**config.mk**
```make
export PLATFORM = sky130hd
export DESIGN_NAME = gpu_op_arbiter
export DESIGN_NICKNAME = d
export VERILOG_FILES = /design/src/rtl/gpu_arb_pkg.sv /design/src/rtl/rr_picker.sv /design/src/rtl/gpu_op_arbiter.sv
export SDC_FILE = /design/constraint.sdc
export NUM_CORES = 1
export LEC_CHECK = 0
export ABC_AREA = 1
export CORE_UTILIZATION = 39
export DETAILED_ROUTE_END_ITERATION = 6
export GPL_ROUTABILITY_DRIVEN = 0
export GPL_TIMING_DRIVEN = 0
export PLACE_DENSITY_LB_ADDON = 0.25
export SLEW_MARGIN = 20
export SYNTH_ARGS = -nofsm -noshare
export SYNTH_HDL_FRONTEND = slang
export SYNTH_SLANG_ARGS = --single-unit
```
**constraint.sdc**
```tcl
create_clock -name clk -period 1.9 [get_ports clk]
set_input_delay 0.57 -clock clk [delete_from_list [all_inputs] [get_ports clk]]
set_output_delay 0.57 -clock clk [all_outputs]
set_load 0.01 [all_outputs]
```
**src/rtl/gpu_arb_pkg.sv**
```systemverilog
// rtl/gpu_arb_pkg.sv - shared op type, arbiter state enum and default watchdog limit
package gpu_arb_pkg;

   typedef struct packed {
      logic [7:0]  opcode;
      logic [23:0] arg;
   } gpu_op_t;

   typedef enum logic {
      IDLE  = 1'b0,
      BURST = 1'b1
   } arb_state_t;

   function automatic int default_timeout_cycles();
      return 256;
   endfunction

endpackage

```
**src/rtl/rr_picker.sv**
```systemverilog
// rtl/rr_picker.sv - combinational round-robin pick: first valid index after ptr, wrapping
module rr_picker #(
   parameter  int N  = 2,
   localparam int PW = $clog2(N)
) (
   input  logic [N-1:0]  valid,
   input  logic [PW-1:0] ptr,
   output logic [N-1:0]  winner,
   output logic          found
);

   logic [PW-1:0] idx;

   always_comb begin
      winner = '0;
      found  = 1'b0;
      idx    = '0;
      for (int i = 1; i <= N; i++) begin
         idx = PW'((int'(ptr) + i) % N);
         if (!found && valid[idx]) begin
            winner[idx] = 1'b1;
            found       = 1'b1;
         end
      end
   end

endmodule

```
**src/rtl/gpu_op_arbiter.sv**
```systemverilog
// rtl/gpu_op_arbiter.sv - round-robin burst arbiter for the GPU op FIFO write port
// Optional stalled-owner watchdog and status_timeout port under GPU_OP_ARBITER_TIMEOUT_EN.
module gpu_op_arbiter
   import gpu_arb_pkg::*;
#(
   parameter int REQ_COUNT      = 2,
   parameter int TIMEOUT_CYCLES = default_timeout_cycles()
) (
   input  logic                    clk,
   input  logic                    rst,
   input  logic                    ce,
   input  gpu_op_t [REQ_COUNT-1:0] req_op,
   input  logic [REQ_COUNT-1:0]    req_valid,
   input  logic [REQ_COUNT-1:0]    req_last,
   output logic [REQ_COUNT-1:0]    req_ready,
   output gpu_op_t                 op,
   output logic                    op_wr_en,
   input  logic                    op_full,
   output logic [REQ_COUNT-1:0]    grant,
   output logic                    busy
`ifdef GPU_OP_ARBITER_TIMEOUT_EN
   ,
   output logic                    status_timeout
`endif
);

   localparam int PW = $clog2(REQ_COUNT);

   if (REQ_COUNT < 2 || TIMEOUT_CYCLES < 1) begin : g_bad_params
      $error("gpu_op_arbiter: REQ_COUNT must be >= 2 and TIMEOUT_CYCLES >= 1");
   end

   arb_state_t           state_q, state_d;
   logic [REQ_COUNT-1:0] grant_q, grant_d;
   logic [PW-1:0]        rr_ptr_q, rr_ptr_d;
   gpu_op_t              op_q, op_d;
   logic                 op_wr_en_q, op_wr_en_d;

   logic [REQ_COUNT-1:0] pick_onehot;
   logic                 pick_found;
   logic [PW-1:0]        owner;
   logic                 xfer;

`ifdef GPU_OP_ARBITER_TIMEOUT_EN
   localparam int CW = $clog2(TIMEOUT_CYCLES + 1);
   logic [CW-1:0] stall_cnt_q, stall_cnt_d;
   logic          timeout_q, timeout_d;
`endif

   rr_picker #(.N(REQ_COUNT)) u_picker (
      .valid  (req_valid),
      .ptr    (rr_ptr_q),
      .winner (pick_onehot),
      .found  (pick_found)
   );

   always_comb begin
      owner = '0;
      for (int i = 0; i < REQ_COUNT; i++) begin
         if (grant_q[i]) owner = PW'(i);
      end
   end

   // Blocking on the previous write strobe gives op_full a cycle to reflect it.
   always_comb begin
      req_ready = '0;
      if (state_q == BURST) req_ready[owner] = ce && !op_full && !op_wr_en_q;
   end

   assign xfer = req_valid[owner] && req_ready[owner];

   always_comb begin
      state_d    = state_q;
      grant_d    = grant_q;
      rr_ptr_d   = rr_ptr_q;
      op_d       = op_q;
      op_wr_en_d = 1'b0;
`ifdef GPU_OP_ARBITER_TIMEOUT_EN
      stall_cnt_d = stall_cnt_q;
      timeout_d   = 1'b0;
`endif
      if (ce) begin
         case (state_q)
            IDLE: begin
               if (pick_found) begin
                  grant_d = pick_onehot;
                  state_d = BURST;
`ifdef GPU_OP_ARBITER_TIMEOUT_EN
                  stall_cnt_d = '0;
`endif
               end
            end
            BURST: begin
               if (xfer) begin
                  op_d       = req_op[owner];
                  op_wr_en_d = 1'b1;
`ifdef GPU_OP_ARBITER_TIMEOUT_EN
                  stall_cnt_d = '0;
`endif
                  if (req_last[owner]) begin
                     rr_ptr_d = owner;
                     grant_d  = '0;
                     state_d  = IDLE;
                  end
               end
`ifdef GPU_OP_ARBITER_TIMEOUT_EN
               else if (stall_cnt_q == CW'(TIMEOUT_CYCLES - 1)) begin
                  rr_ptr_d    = owner;
                  grant_d     = '0;
                  state_d     = IDLE;
                  timeout_d   = 1'b1;
                  stall_cnt_d = '0;
               end else begin
                  stall_cnt_d = stall_cnt_q + CW'(1);
               end
`endif
            end
            default: state_d = IDLE;
         endcase
      end
   end

   always_ff @(posedge clk or posedge rst) begin
      if (rst) begin
         state_q    <= IDLE;
         grant_q    <= '0;
         rr_ptr_q   <= PW'(REQ_COUNT - 1);
         op_q       <= '0;
         op_wr_en_q <= 1'b0;
`ifdef GPU_OP_ARBITER_TIMEOUT_EN
         stall_cnt_q <= '0;
         timeout_q   <= 1'b0;
`endif
      end else begin
         state_q    <= state_d;
         grant_q    <= grant_d;
         rr_ptr_q   <= rr_ptr_d;
         op_q       <= op_d;
         op_wr_en_q <= op_wr_en_d;
`ifdef GPU_OP_ARBITER_TIMEOUT_EN
         stall_cnt_q <= stall_cnt_d;
         timeout_q   <= timeout_d;
`endif
      end
   end

   assign op       = op_q;
   assign op_wr_en = op_wr_en_q;
   assign grant    = grant_q;
   assign busy     = (state_q == BURST);
`ifdef GPU_OP_ARBITER_TIMEOUT_EN
   assign status_timeout = timeout_q;
`endif

endmodule

```
---- Word-level counts from Yosys, hierarchy flattened ----
Cells that the tools add are included.
W data, S select, Z words.
word-level totals
  bits in registers ....................... 37
operators by class
  eq/ne operators ......................... 3
  $lt $le $gt $ge ......................... 6
  bitwise logic cells ..................... 3
  reductions and logical operators ........ 13
  add/subtract/negate cells ............... 2
  muxes and demuxes ....................... 35
operator list
  cell                   count
  $mux W32               2
  $mux W1                22
  $mux W2                6
  $reduce_and A4 Y1      2
  $logic_and A1 B1 Y1    7
  $lt A1 B2 Y1 const B   3
  $ne A2 B1 Y1 const B   2
  $pmux W2 S2            1
  $demux W1 S1           3
  $ge A1 B1 Y1 const B   3
  $logic_not A1 Y1       3
  $reduce_and A3 Y1      1
  $add A1 B1 Y1 const B  2
  $and A2 B2 Y2          1
  $ne A2 B2 Y1 const B   1
  $or A2 B2 Y2           1
  $pmux W1 S2            1
  $not A1 Y1             1

---- Depth between registers and ports, before layout ----
Gate-level depths: netlist (run 1).
  depth in word-level cells ............... 13
  depth in mapped cells ................... 8
  mapped depth without buffers ............ 8

---- Hierarchy ----
A second synthesis (run 1) with hierarchy kept.
second synthesis, totals
  cell total of the unflattened synthesis .. 291
  area, all modules ....................... 2,004.4 um^2
by module, submodules not included
  module          cells each  instances  area an instance (um^2)  seq. area each (um^2)
  gpu_op_arbiter  285         1          1,978.1                  927.1
  rr_picker       6           1          26.3                     0.0

---- Least setup slack after synthesis (run 1) ----
No wires, ideal clock.
  path type ............................... register to output
  start ................................... register state_q, in the netlist busy
  end ..................................... output port req_ready[0]
  slack ................................... 0.152 ns
  data arrival time ....................... 1.178 ns
  stages on the path, launching flop included .. 5
  path buffers ............................ 2
  path through ............................ dfrtp_1 -> inv_1 -> buf_2 -> clkbuf_1 -> nor3_1
between the ends
  longest elaborated chain between the ends .. 1
RTL lines
  item                    RTL line               text
  from (decl)             gpu_op_arbiter.sv:33   arb_state_t state_q, state_d;
  from (signal assigned)  gpu_op_arbiter.sv:135  state_q <= state_d;
  $mux W2                 gpu_op_arbiter.sv:67   if (state_q == BURST) req_ready[owner] = ce && !op_full && !op_wr_en_q;
  to (decl)               gpu_op_arbiter.sv:15   output logic [REQ_COUNT-1:0] req_ready,
Every way passes these cells.

---- Worst setup path in the final report (run 1) ----
  start ................................... register state_q, in the netlist busy
  end ..................................... output port req_ready[1]
Same word-level chain as after synthesis.

==> flow_summary.yaml, run 1 <==
outcome:
  status: "complete, no violations"
synthesis:
  synth_top_area_share_pct: 44.31
  synth_area_um2: 2033
  seq_area_frac_synth_pct: 45.60
  synth_cells: 292
  yosys_warnings: 0
  ys_ff_latch: 37
  yosysUniqueCellTypes: 21
  syn_nets: 364
  synth_top_cell_by_area: "dfrtp_1"
  synth.avg_cell_area_um2: 6.963
  synth_top_cells_by_area: "dfrtp_1 (44%), nand2_1 (32%), o21ai_0 (5.4%)"
cts:
  clkLatencyLatePin_ns: 0.28
  cts.clk_slew.worst_paths_ns: 0.07
  cts_buffers: 5
  cts_num_sinks: 37
  cts_root_buf: "clkbuf_8"
  cts_max_level: 2
  clockBufferDepth: 2
  cts_tree: "done"
critical_path:
  crit_type: "reg -> out"
  r2r-start: "grant[1]"
  reg2reg_slack_ns: 0.36
  r2r_end: "op[20]"
  end_kind: "output pin"
  critical_path_arrival_ns: 1.28
  start_kind: "flop"
  worst-path-max-fanout: 19
  r2r_cells: 7
  worstPathRequired_ns: 1.33
finish:
  drive_gt1_share_pct: 10.22
  final_cell_mix: "nand2_1 (171), clkdlybuf4s50_1 (104), dfrtp_1 (36), o21ai_0 (21), o21ai_1 (12)"
  final_common_cell: "nand2_1"
  fillers: 442
  area_growth_syn_to_layout_pct: 65.66
  multi_input_comb_area_um2: 960.9
  seq_area_um2: 927.1
  final_core_util_pct: 69.03
  fin_nets: 482
  diodes: 0
  postLayoutCellArea_um2: 3368
detailed_routing:
  wl_per_cell_um: 12.00
  drtIter0Drc: 80
  detail_route.first_pass.iterations: 4
  drc_errors: 0
  viasPerCell: 4.613
  drt_wl_total_um: 5735
  drtAntennaViolNets: 0
  num_vias: 2205
sta:
  fin_skew_ns: 0.003564
  finalCritPeriodShare_pct: 97.45
  hold_violations: 0
  max_freq_ghz: 0.5401
  setup_viol: 0
  slew_viol_final: 0
  slew-limit-headroom_pct: 68.01
  worst_pin_slew_ns: 0.4798
  tns_ns: 0
  layout_min_cycle_time_ns: 1.851
floorplanning:
  die-height_um: 74.21
  dieArea_um2: 5506
  rows: 25
  core_um2: 4880
  initial_core_util_pct: 41.67
  pin_count: 110
  die-width_um: 74.21
grt:
  grt_max_degree: 21
  grt_antenna_before_repair: 0
  grt-ovfl-total: 0
  grt_pass1_vias: 2133
  grt_pass1_wl_um: 9418
  grt_use_total_pct: 22.39
pwr:
  powerDensity_nw_per_um2: 1288
  peakVddDrop_uv: 684.7
  p_total_mw: 4.337
  power_leakage_nw: 1.706
hold_path:
  hold_depth: 2
  min_to: "rr_ptr_q"
  min-delay-start: "rr_ptr_q"
  min_path_type: "reg -> reg"
placed_design:
  place_hpwl_um: 4377
  port_buffers: 109
  placed_area_um2: 3236
flow_run:
  drv_cap: 0
## stage by stage
step	setup WS, ns	hold WS, ns	cells
2_1_floorplan	0.1521	0.4492	292
3_3_place_gp	-0.5849	0.4606	468
3_5_place_dp	-0.5871	0.4694	469
4_1_cts	0.002494	0.4839	477
5_1_grt	-0.005875	0.5105	478
6_report	0.04853	0.4798	478
## registers in the layout (all words and copies together), names as in the netlist
| register | count |
|---|---|
| op | 32 |
| grant | 2 |
| busy | 1 |
| op_wr_en | 1 |
| rr_ptr_q | 1 |
## synthesized netlist by cell type
cell type,n
buf_8,1
nand3b_1,1
buf_2,4
o21ai_1,11
inv_2,1
buf_6,2
nand2_1,171
inv_1,9
dfrtp_1,36
nand2_4,1
nor2_1,1
dfstp_2,1
nand2_2,11
nand3_1,4
o21ai_0,22
clkbuf_1,6
nor2_8,1
a21oi_1,2
buf_4,2
nor3_1,2
clkbuf_2,3
## power breakdown
group	switching, mW	leakage, nW	internal (mW)	total [mW]
sequential	0.190	0.462	1.17	1.36
clock	0.280	0.0585	0.428	0.708
combinational	1.14	1.19	1.12	2.27
## repair_timing
item / 4_1_cts / 5_1_grt
hold buffers: 0 / 0
setup buffers: 3 / 1
endpoints found under the setup margin: 2 / 27
hold endpoints to repair: 0 / 0
resized for setup: 12 / 4
pin swaps: 1 / 1
cloned: 0 / 0
## cell families after synthesis
family          synth area share [%]
simple gates                   38.52
flops                          45.60
compound gates                 8.615
buf+inv                        7.260
## critical path: stages (launching register included)
cell and delay, ns:
dfrtp_1 0.40, inv_1 0.10, buf_6 0.18, nor3_1 0.16, buf_2 0.15
## cell type report
cell class              instances  area share [%]
plain buffers                  15           3.083
clock buffers                   7           2.563
inverters                      10           1.114
clock inverters                 1          0.8915
well taps                      67           2.489
repair buffers                114           33.80
multi-input cells             227           28.53
flip-flops and latches         37           27.53
## worst max-delay path by stage
stage          cells after the start     start           end
4_1_cts                            2  grant[1]      grant[1]
6_report                           4      busy  req_ready[1]
3_5_place_dp                       4        ce  req_ready[0]
5_1_grt                            4      busy  req_ready[0]
3_3_place_gp                       4        ce  req_ready[0]
2_1_floorplan                      4      busy  req_ready[0]
## metal layers
layer / part of all wire, % / track usage [%] / up-vias
li1: - / - / 1130
met1: 42 / 25.96 / 1000
met2: 51 / 41.11 / 73
met3: 7.0 / 6.098 / 2
met4: 0.30 / 4.701 / 0
met5: 0 / 0 / -
No activity file was read; power rests on OpenSTA's default activity.
==> run 2: changes to the inputs <==
--- a/config.mk
+++ b/config.mk
@@ -10,6 +10,7 @@
 export DETAILED_ROUTE_END_ITERATION = 6
 export GPL_ROUTABILITY_DRIVEN = 0
 export GPL_TIMING_DRIVEN = 0
+export HOLD_SLACK_MARGIN = 0.15
 export PLACE_DENSITY_LB_ADDON = 0.25
 export SLEW_MARGIN = 20
 export SYNTH_ARGS = -nofsm -noshare
==> results of run 2 <==
Same layout as run 1: the final DEF is identical, and so are final timing and power.
==> run 3: changes to the inputs <==
--- a/config.mk
+++ b/config.mk
@@ -12,6 +12,8 @@
 export GPL_TIMING_DRIVEN = 0
 export HOLD_SLACK_MARGIN = 0.15
 export PLACE_DENSITY_LB_ADDON = 0.25
+export SETUP_SLACK_MARGIN = 0.4
+export SKIP_CTS_REPAIR_TIMING = 1
 export SLEW_MARGIN = 20
 export SYNTH_ARGS = -nofsm -noshare
 export SYNTH_HDL_FRONTEND = slang
==> run 3 against run 2 <==
Effect of this change:
- the flow now finishes with violations (setup timing)
- clock-buffer cell count up 1
- largest power group unchanged
- worst setup slack worse by 0.059 ns
- cell count up 4.2%
- global-route usage down 0.91 points
- highest routed layer unchanged
- largest cell class unchanged
- critical path type unchanged
- clock power down 25%
- total power up 3.0%
- critical endpoint unchanged
==> flow_summary.yaml, run 3 (synthesis results as in run 1) <==
critical_path:
  worstPathRequired_ns: 1.33
  cp.depth: 4
  critPathBufInv: 2
  slowest_stage: "dfrtp_1"
  r2r_cells: 9
  worst-path-max-fanout: 2
  slowest_delay_ns: 0.38
  crit_type: "reg -> out"
  end_kind: "output pin"
  crit_chain: "nand3b_1 -> buf_4 -> nor3_4 -> buf_2"
  cp_top_family: "flip-flops"
  start_kind: "flop"
  critical_path_arrival_ns: 1.34
hold_path:
  hold_depth: 2
  min_path_type: "reg -> reg"
cts:
  clockBufferDepth: 2
  cts_tree: "done"
  clkLatencyLatePin_ns: 0.29
  cts_num_sinks: 37
  cts.clk_slew.worst_paths_ns: 0.07
  cts_root_buf: "clkbuf_8"
  cts_buffers: 5
  cts_max_level: 2
floorplanning:
  dieArea_um2: 5506
  core_um2: 4880
  die-width_um: 74.21
  die-height_um: 74.21
  pin_count: 110
  initial_core_util_pct: 41.67
  rows: 25
sta:
  layout_min_cycle_time_ns: 1.910
  layout_setup_ws_ns: -0.009992
  finalCritPeriodShare_pct: 100.5
  max_freq_ghz: 0.5236
  fin_skew_ns: 0.006892
  slew_viol_final: 0
  grt_setup_unrepaired: "true"
  holdWs_ns: 0.4761
  worst_pin_slew_ns: 0.4794
  slew-limit-headroom_pct: 68.04
  hold_violations: 0
  setup_viol: 1
finish:
  area_growth_syn_to_layout_pct: 83.08
  fin_nets: 502
  postLayoutCellArea_um2: 3722
  fillers: 382
  final_cell_mix: "nand2_1 (167), clkdlybuf4s50_1 (67), dfrtp_1 (35), dlymetal6s2s_1 (35), buf_4 (18)"
  drive_gt1_share_pct: 17.17
  final_common_cell: "nand2_1"
  largest_register_ffs: 32
  diodes: 0
  final_core_util_pct: 76.28
  finalNonFillerCells: 498
detailed_routing:
  route.met2.wl_um: 3074
  drc_errors: 0
  viasPerCell: 4.681
  wl_met3_um: 508
  top_layer: "met4"
  m1WireLength_um: 2579
  drtIter0Drc: 115
  drt_wl_total_um: 6227
  detail_route.first_pass.iterations: 5
  num_vias: 2331
  drtAntennaViolNets: 0
  wl_per_cell_um: 12.50
flow_run:
  drv_cap: 0
placed_design:
  placed_area_um2: 3278
  placed_cells: 469
  port_buffers: 109
  place_hpwl_um: 4281
grt:
  grt_antenna_before_repair: 0
  grt_pass1_vias: 2023
  grt_max_degree: 21
  grt_pass1_wl_um: 8963
  grt_use_total_pct: 21.48
  grt-ovfl-total: 0
pwr:
  p_total_mw: 4.468
  peakVddDrop_uv: 675.2
  powerDensity_nw_per_um2: 1200
  power_leakage_nw: 2.243
outcome:
  status: "finished with violations"
  violations: "setup timing"
[run 3: power by group]
part	switching, mW	internal (mW)	leakage (nW)
Combinational	1.28	1.30	1.74
Clock	0.268	0.261	0.0395
Sequential	0.186	1.18	0.461
[run 3: worst register-to-register path: stages, from the launching register on]
cell and delay [ns]:
dfrtp_2 0.42, buf_6 0.14, buf_6 0.10, nand2_4 0.04
nand2_4 0.08, nand2_8 0.09, nor2_8 0.23, clkbuf_16 0.19
nand2_2 0.04, nand2_1 0.06
[run 3: worst paths after layout]
check / start / end / slack, ns
min: op[22] / op[22] / 0.48
max in group asynchronous: rst / rr_ptr_q / 0.78
max: op_wr_en / req_ready[1] / -0.01
min reg2reg: op[22] / op[22] / 0.48
min in group asynchronous: rst / op[12] / 0.60
max reg2reg: grant[1] / op[3] / 0.45
[run 3: layer usage]
metal,global-route usage [%],vias up
met5,0,-
met4,4.487,0
met3,6.911,6
met2,37.27,93
met1,26.12,1054
li1,-,1178
[run 3: cell type report]
type | instances | area (um2) | share of cell area, %
Buffer | 18 | 172.7 | 4.639
Timing Repair Buffer | 130 | 1386 | 37.24
Tap cell | 67 | 83.83 | 2.252
Sequential cell | 37 | 928.4 | 24.94
Inverter | 10 | 47.55 | 1.277
Multi-Input combinational cell | 228 | 1023 | 27.50
Clock buffer | 8 | 80.08 | 2.151
[run 3: through the flow]
stage | worst slack, ns | TNS [ns]
6_report | -0.009992 | -0.009992
5_1_grt | -0.06045 | -0.1051
4_1_cts | -0.7596 | -1.509
3_5_place_dp | -0.7627 | -6.651
3_3_place_gp | -0.7370 | -17.85
2_1_floorplan | 0.3371 | 0
